$ cat src/rtl/bcd_scan_counter.sv
`default_nettype none
// +--------------------------------------------------------------------+
// | bcd_scan_counter: 4-digit up/down BCD counter with scanned output  |
// | Rev 1.0                                                            |
// +--------------------------------------------------------------------+
module bcd_scan_counter #(
  parameter int unsigned SCAN_DIV = 4
) (
  input  logic        clk,
  input  logic        rst_n,
  input  logic        count_en,
  input  logic        up,
  input  logic        load,
  input  logic [15:0] load_val,
  output logic [15:0] count,
  output logic [3:0]  bcd,
  output logic [3:0]  digit_sel,
  output logic        carry,
  output logic        bad_load
);

  localparam logic [15:0] C_PRESC_MAX = 16'(SCAN_DIV - 1);

  logic [15:0] r_count;
  logic [3:0]  r_bcd;
  logic [3:0]  r_digit_sel;
  logic        r_carry;
  logic        r_bad_load;
  logic [15:0] r_presc;
  logic [1:0]  r_idx;

  logic [15:0] w_inc;
  logic [15:0] w_dec;
  logic        w_inc_wrap;
  logic        w_dec_wrap;
  logic        w_load_ok;
  logic [3:0]  w_cur_digit;

  // Ripple chains: a wrap flag still set after the top digit means 9999->0000 or 0000->9999.
  always_comb begin
    w_inc      = r_count;
    w_dec      = r_count;
    w_inc_wrap = 1'b1;
    w_dec_wrap = 1'b1;
    w_load_ok  = 1'b1;
    for (int i = 0; i < 4; i++) begin
      if (w_inc_wrap) begin
        if (r_count[4*i +: 4] == 4'd9) begin
          w_inc[4*i +: 4] = 4'd0;
        end else begin
          w_inc[4*i +: 4] = r_count[4*i +: 4] + 4'd1;
          w_inc_wrap      = 1'b0;
        end
      end
      if (w_dec_wrap) begin
        if (r_count[4*i +: 4] == 4'd0) begin
          w_dec[4*i +: 4] = 4'd9;
        end else begin
          w_dec[4*i +: 4] = r_count[4*i +: 4] - 4'd1;
          w_dec_wrap      = 1'b0;
        end
      end
      if (load_val[4*i +: 4] > 4'd9) begin
        w_load_ok = 1'b0;
      end
    end
  end

  always_ff @(posedge clk or negedge rst_n) begin
    if (!rst_n) begin
      r_count    <= 16'h0000;
      r_carry    <= 1'b0;
      r_bad_load <= 1'b0;
    end else begin
      r_carry    <= 1'b0;
      r_bad_load <= 1'b0;
      if (load) begin
        if (w_load_ok) begin
          r_count <= load_val;
        end else begin
          r_bad_load <= 1'b1;
        end
      end else if (count_en) begin
        if (up) begin
          r_count <= w_inc;
          r_carry <= w_inc_wrap;
        end else begin
          r_count <= w_dec;
          r_carry <= w_dec_wrap;
        end
      end
    end
  end

  always_comb begin
    w_cur_digit = r_count[3:0];
    case (r_idx)
      2'd0: w_cur_digit = r_count[3:0];
      2'd1: w_cur_digit = r_count[7:4];
      2'd2: w_cur_digit = r_count[11:8];
      2'd3: w_cur_digit = r_count[15:12];
      default: w_cur_digit = r_count[3:0];
    endcase
  end

  // Display registers sample the pre-edge count and index, so they trail by one cycle.
  always_ff @(posedge clk or negedge rst_n) begin
    if (!rst_n) begin
      r_presc     <= 16'h0000;
      r_idx       <= 2'd0;
      r_digit_sel <= 4'b0001;
      r_bcd       <= 4'd0;
    end else begin
      if (r_presc == C_PRESC_MAX) begin
        r_presc <= 16'h0000;
        r_idx   <= r_idx + 2'd1;
      end else begin
        r_presc <= r_presc + 16'h0001;
      end
      r_digit_sel <= 4'b0001 << r_idx;
      r_bcd       <= w_cur_digit;
    end
  end

  assign count     = r_count;
  assign bcd       = r_bcd;
  assign digit_sel = r_digit_sel;
  assign carry     = r_carry;
  assign bad_load  = r_bad_load;

endmodule
`default_nettype wire
$ cat config.mk
export PLATFORM = sky130hd
export DESIGN_NAME = bcd_scan_counter
export DESIGN_NICKNAME = d
export VERILOG_FILES = /design/src/rtl/bcd_scan_counter.sv
export SDC_FILE = /design/constraint.sdc
export NUM_CORES = 1
export LEC_CHECK = 0
export ABC_CLOCK_PERIOD_IN_PS = 1800
export BUFFER_PORTS_ARGS = -buffer_cell sky130_fd_sc_hd__buf_2
export CAP_MARGIN = 0
export CORE_MARGIN = 4
export CORE_UTILIZATION = 55
export DETAILED_ROUTE_END_ITERATION = 10
export GPL_TIMING_DRIVEN = 0
export HOLD_SLACK_MARGIN = 0.05
export PLACE_DENSITY_LB_ADDON = 0.2
export SLEW_MARGIN = 20
export SYNTH_ARGS = -nofsm -noshare
export SYNTH_HDL_FRONTEND = slang
export SYNTH_SLANG_ARGS = --single-unit
export TNS_END_PERCENT = 5
$ cat constraint.sdc
create_clock -name clk -period 1.8 [get_ports clk]
set_input_delay 0.18 -clock clk [delete_from_list [all_inputs] [get_ports clk]]
set_output_delay 0.18 -clock clk [all_outputs]
set_load 0.01 [all_outputs]
==> impl_metrics.yaml <==
synth:
  synth-async-reset-ratio_pct: 100.0
  yosys_warnings: 0
  synth_cell_types: 65
  seq_area_frac_synth_pct: 39.40
  synth_edf_count: 0
  avgSynthCellArea_um2: 9.647
  synthFlopType: "dfrtp_1"
  ys_ff_latch: 44
  syn_area_um2: 2798
  synthCells: 290
  synth_nets: 316
pwr:
  leakagePower_nw: 1.512
  pwr_density_cell_nw_per_um2: 1105
  peakVddDrop_mv: 0.7080
  power_mw: 3.615
route:
  wirelength_um: 6827
  wire_per_inst_um: 16.65
  route.detailed.drc: 0
  ant_nets: 0
  vias_per_cell: 6.088
  via_count: 2496
  drt_iter0_markers: 160
  first_pass_iters: 7
timing:
  tightest_slew_ns: 0.9478
  relSlewSlack_pct: 36.81
  drv_slew: 0
  layout_min_cycle_time_ns: 1.698
  finalSetupViolCount: 0
  clock-skew-final_ns: 0.01480
  rsz0062_at_grt: "no"
  finalCritPeriodShare_pct: 94.35
  max_freq_mhz: 588.8
  setup_tns_ns: 0
  whs_ns: 0.01661
  finalHoldViolations: 0
floorplanning:
  core-area_um2: 4817
  dieArea_um2: 6292
  rows: 25
  floorplan.die.width_um: 79.32
  io_pins: 47
  start_util_pct: 58.08
  die_y_um: 79.32
global_routing:
  grt_pass1_vias: 2343
  overflow: 0
  grt_first_pass_wirelength_um: 11160
  grt_antenna_before_repair: 0
  grt_max_degree: 45
  gr-usage-all-layers_pct: 22.43
place:
  hpwl_um: 4884
  io_buffers: 45
  dp.cells: 402
  place_congestion: 0.8800
cells_and_area:
  final_cell_mix: "56 x buf_2, 43 x dfrtp_1, 22 x nand2_1"
  layout.cells.non_filler: 410
  synthToLayoutAreaGrowth_pct: 16.91
  nets: 368
  final_util_pct: 67.90
  seq_area_um2: 1102
  final_common_cell: "buf_2"
  antenna_cells: 0
  drive_gt1_share_pct: 27.70
  multi_input_area_um2: 1521
  num-fill-cells: 402
clock_network:
  clockBufferDepth: 2
  cts_tree: "yes"
  post_cts_buffers: 0
  numCtsBuffers: 5
  clkLatencyLatePin_ns: 0.31
  cts_hold_repair.buffers: 0
  cts_sinks: 44
  htree_levels: 2
  root_buffer: "clkbuf_8"
  clkTransAtPathRegs_ns: 0.09
worst_setup_path:
  required_ns: 2.00
  crit_fanout: 9
  cpPeakStageDelay_ns: 0.38
  worstPathArrival_ns: 1.90
  path_delay_family: "simple AND/OR/NAND/NOR gates"
  start_kind: "flop"
  cpMaxStageDelayCell: "dfrtp_1"
  crit_chain: "buf_2 > and4bb_2 > nand4_2 > nand2_2 > mux2_2 > a32o_1"
  path_class: "flop to flop"
  crit_path_end_kind: "flop"
  critPathBufInv: 1
run:
  drv_cap: 0
outcome:
  status: "complete, no violations"
worst_hold_path:
  hold_path.class: "input pin to asynchronous set/reset pin"
logic make-up (layout without fill, tap and decap cells):
| group | Yosys count | count (layout) | share of synthesized area (%) |
|---|---|---|---|
| flops | 44 | 44 | 39.40 |
| buf+inv | 37 | 90 | 7.334 |
| fa+ha+maj | 5 | 5 | 2.236 |
| mux | 13 | 13 | 4.964 |
| compound gates | 75 | 75 | 19.95 |
| xor+xnor | 20 | 20 | 6.261 |
| simple gates | 96 | 96 | 19.86 |
registers in the layout, indices dropped and copies added (netlist names):
| register | cells |
|---|---|
| count | 16 |
| r_presc | 16 |
| bcd | 4 |
| digit_sel | 4 |
| r_idx | 2 |
| bad_load | 1 |
| carry | 1 |
per-stage QoR:
step,cell area (um^2),worst slack [ns]
after CTS,3239,0.02884
final,3271,0.1018
after global routing,3271,0.01757
after floorplan,2798,0.2164
after global placement,3107,0.08030
after detailed placement,3107,0.06800
repair_timing:
item                                   4_1_cts  5_1_grt
setup endpoints to repair                    0       10
endpoints found under the hold margin        0        0
gates resized for setup                      0        6
report_power, final:
group / switching (mW) / internal, mW / leakage, nW
clock network: 0.352 / 0.555 / 0.0654
logic: 0.830 / 0.601 / 0.884
registers: 0.151 / 1.13 / 0.563
total: 1.33 / 2.28 / 1.51
synthesized netlist by cell type (all sizes together), types with 2 or more instances:
cell	count	area, um^2
a311oi	2	17.52
inv	13	48.79
a221oi	5	50.04
nand2	24	95.09
and4	3	26.28
a31oi	2	12.51
o221ai	2	17.52
nor2	17	63.81
nor3	6	35.03
clkbuf	3	11.26
nor4	6	43.79
nand4	5	50.05
dfrtp	43	1076
nand3b	2	15.01
xnor2	15	131.4
or3	2	12.51
a21oi	11	55.05
a22o	5	43.79
and3	4	25.02
a222oi	4	40.04
nand4b	2	17.52
xor2	5	43.79
o21ai	23	133.9
buf	21	145.1
ha	5	62.56
nor4b	2	32.53
nand3	12	60.06
nand2b	4	25.02
mux2i	6	60.06
a32o	3	30.03
mux2	7	78.82
o31ai	3	22.52
and2	3	18.77
o22ai	3	18.77
layer usage:
layer	wire length, um	up-vias	GRT usage [%]	share of wire [%]
met5	0	-	0	0
met1	3004	1195	30.35	44
li1	-	1163	-	-
met4	112	0	8.763	1.6
met2	3222	125	36.36	47
met3	487	13	3.061	7.1
worst paths after layout:
check	startpoint	to	slack, ns	depth (start not counted)
worst min register to register	r_presc[15]	r_presc[15]	0.48	1
worst max-delay path	count[11]	count[13]	0.10	6
worst max register to register	count[11]	count[13]	0.10	6
min in group clk	load_val[4]	count[4]	0.19	3
max in group asynchronous	rst_n	carry	1.19	1
worst min-delay path	rst_n	count[11]	0.02	1
worst reg2reg max path: stages (launching register included):
cell,delay [ns]
dfrtp_1,0.38
buf_2,0.18
and4bb_2,0.25
nand4_2,0.12
nand2_2,0.12
mux2_2,0.29
a32o_1,0.26
layout make-up:
class,instances,share of cell area (%)
inverter,13,1.492
buffer,24,4.782
clock buffer,6,2.219
clock inverter,2,1.836
timing repair buffer,45,6.886
multi-input combinational,209,46.52
sequential,44,33.70
tap,67,2.563
Power figures use the tool's default switching activity.
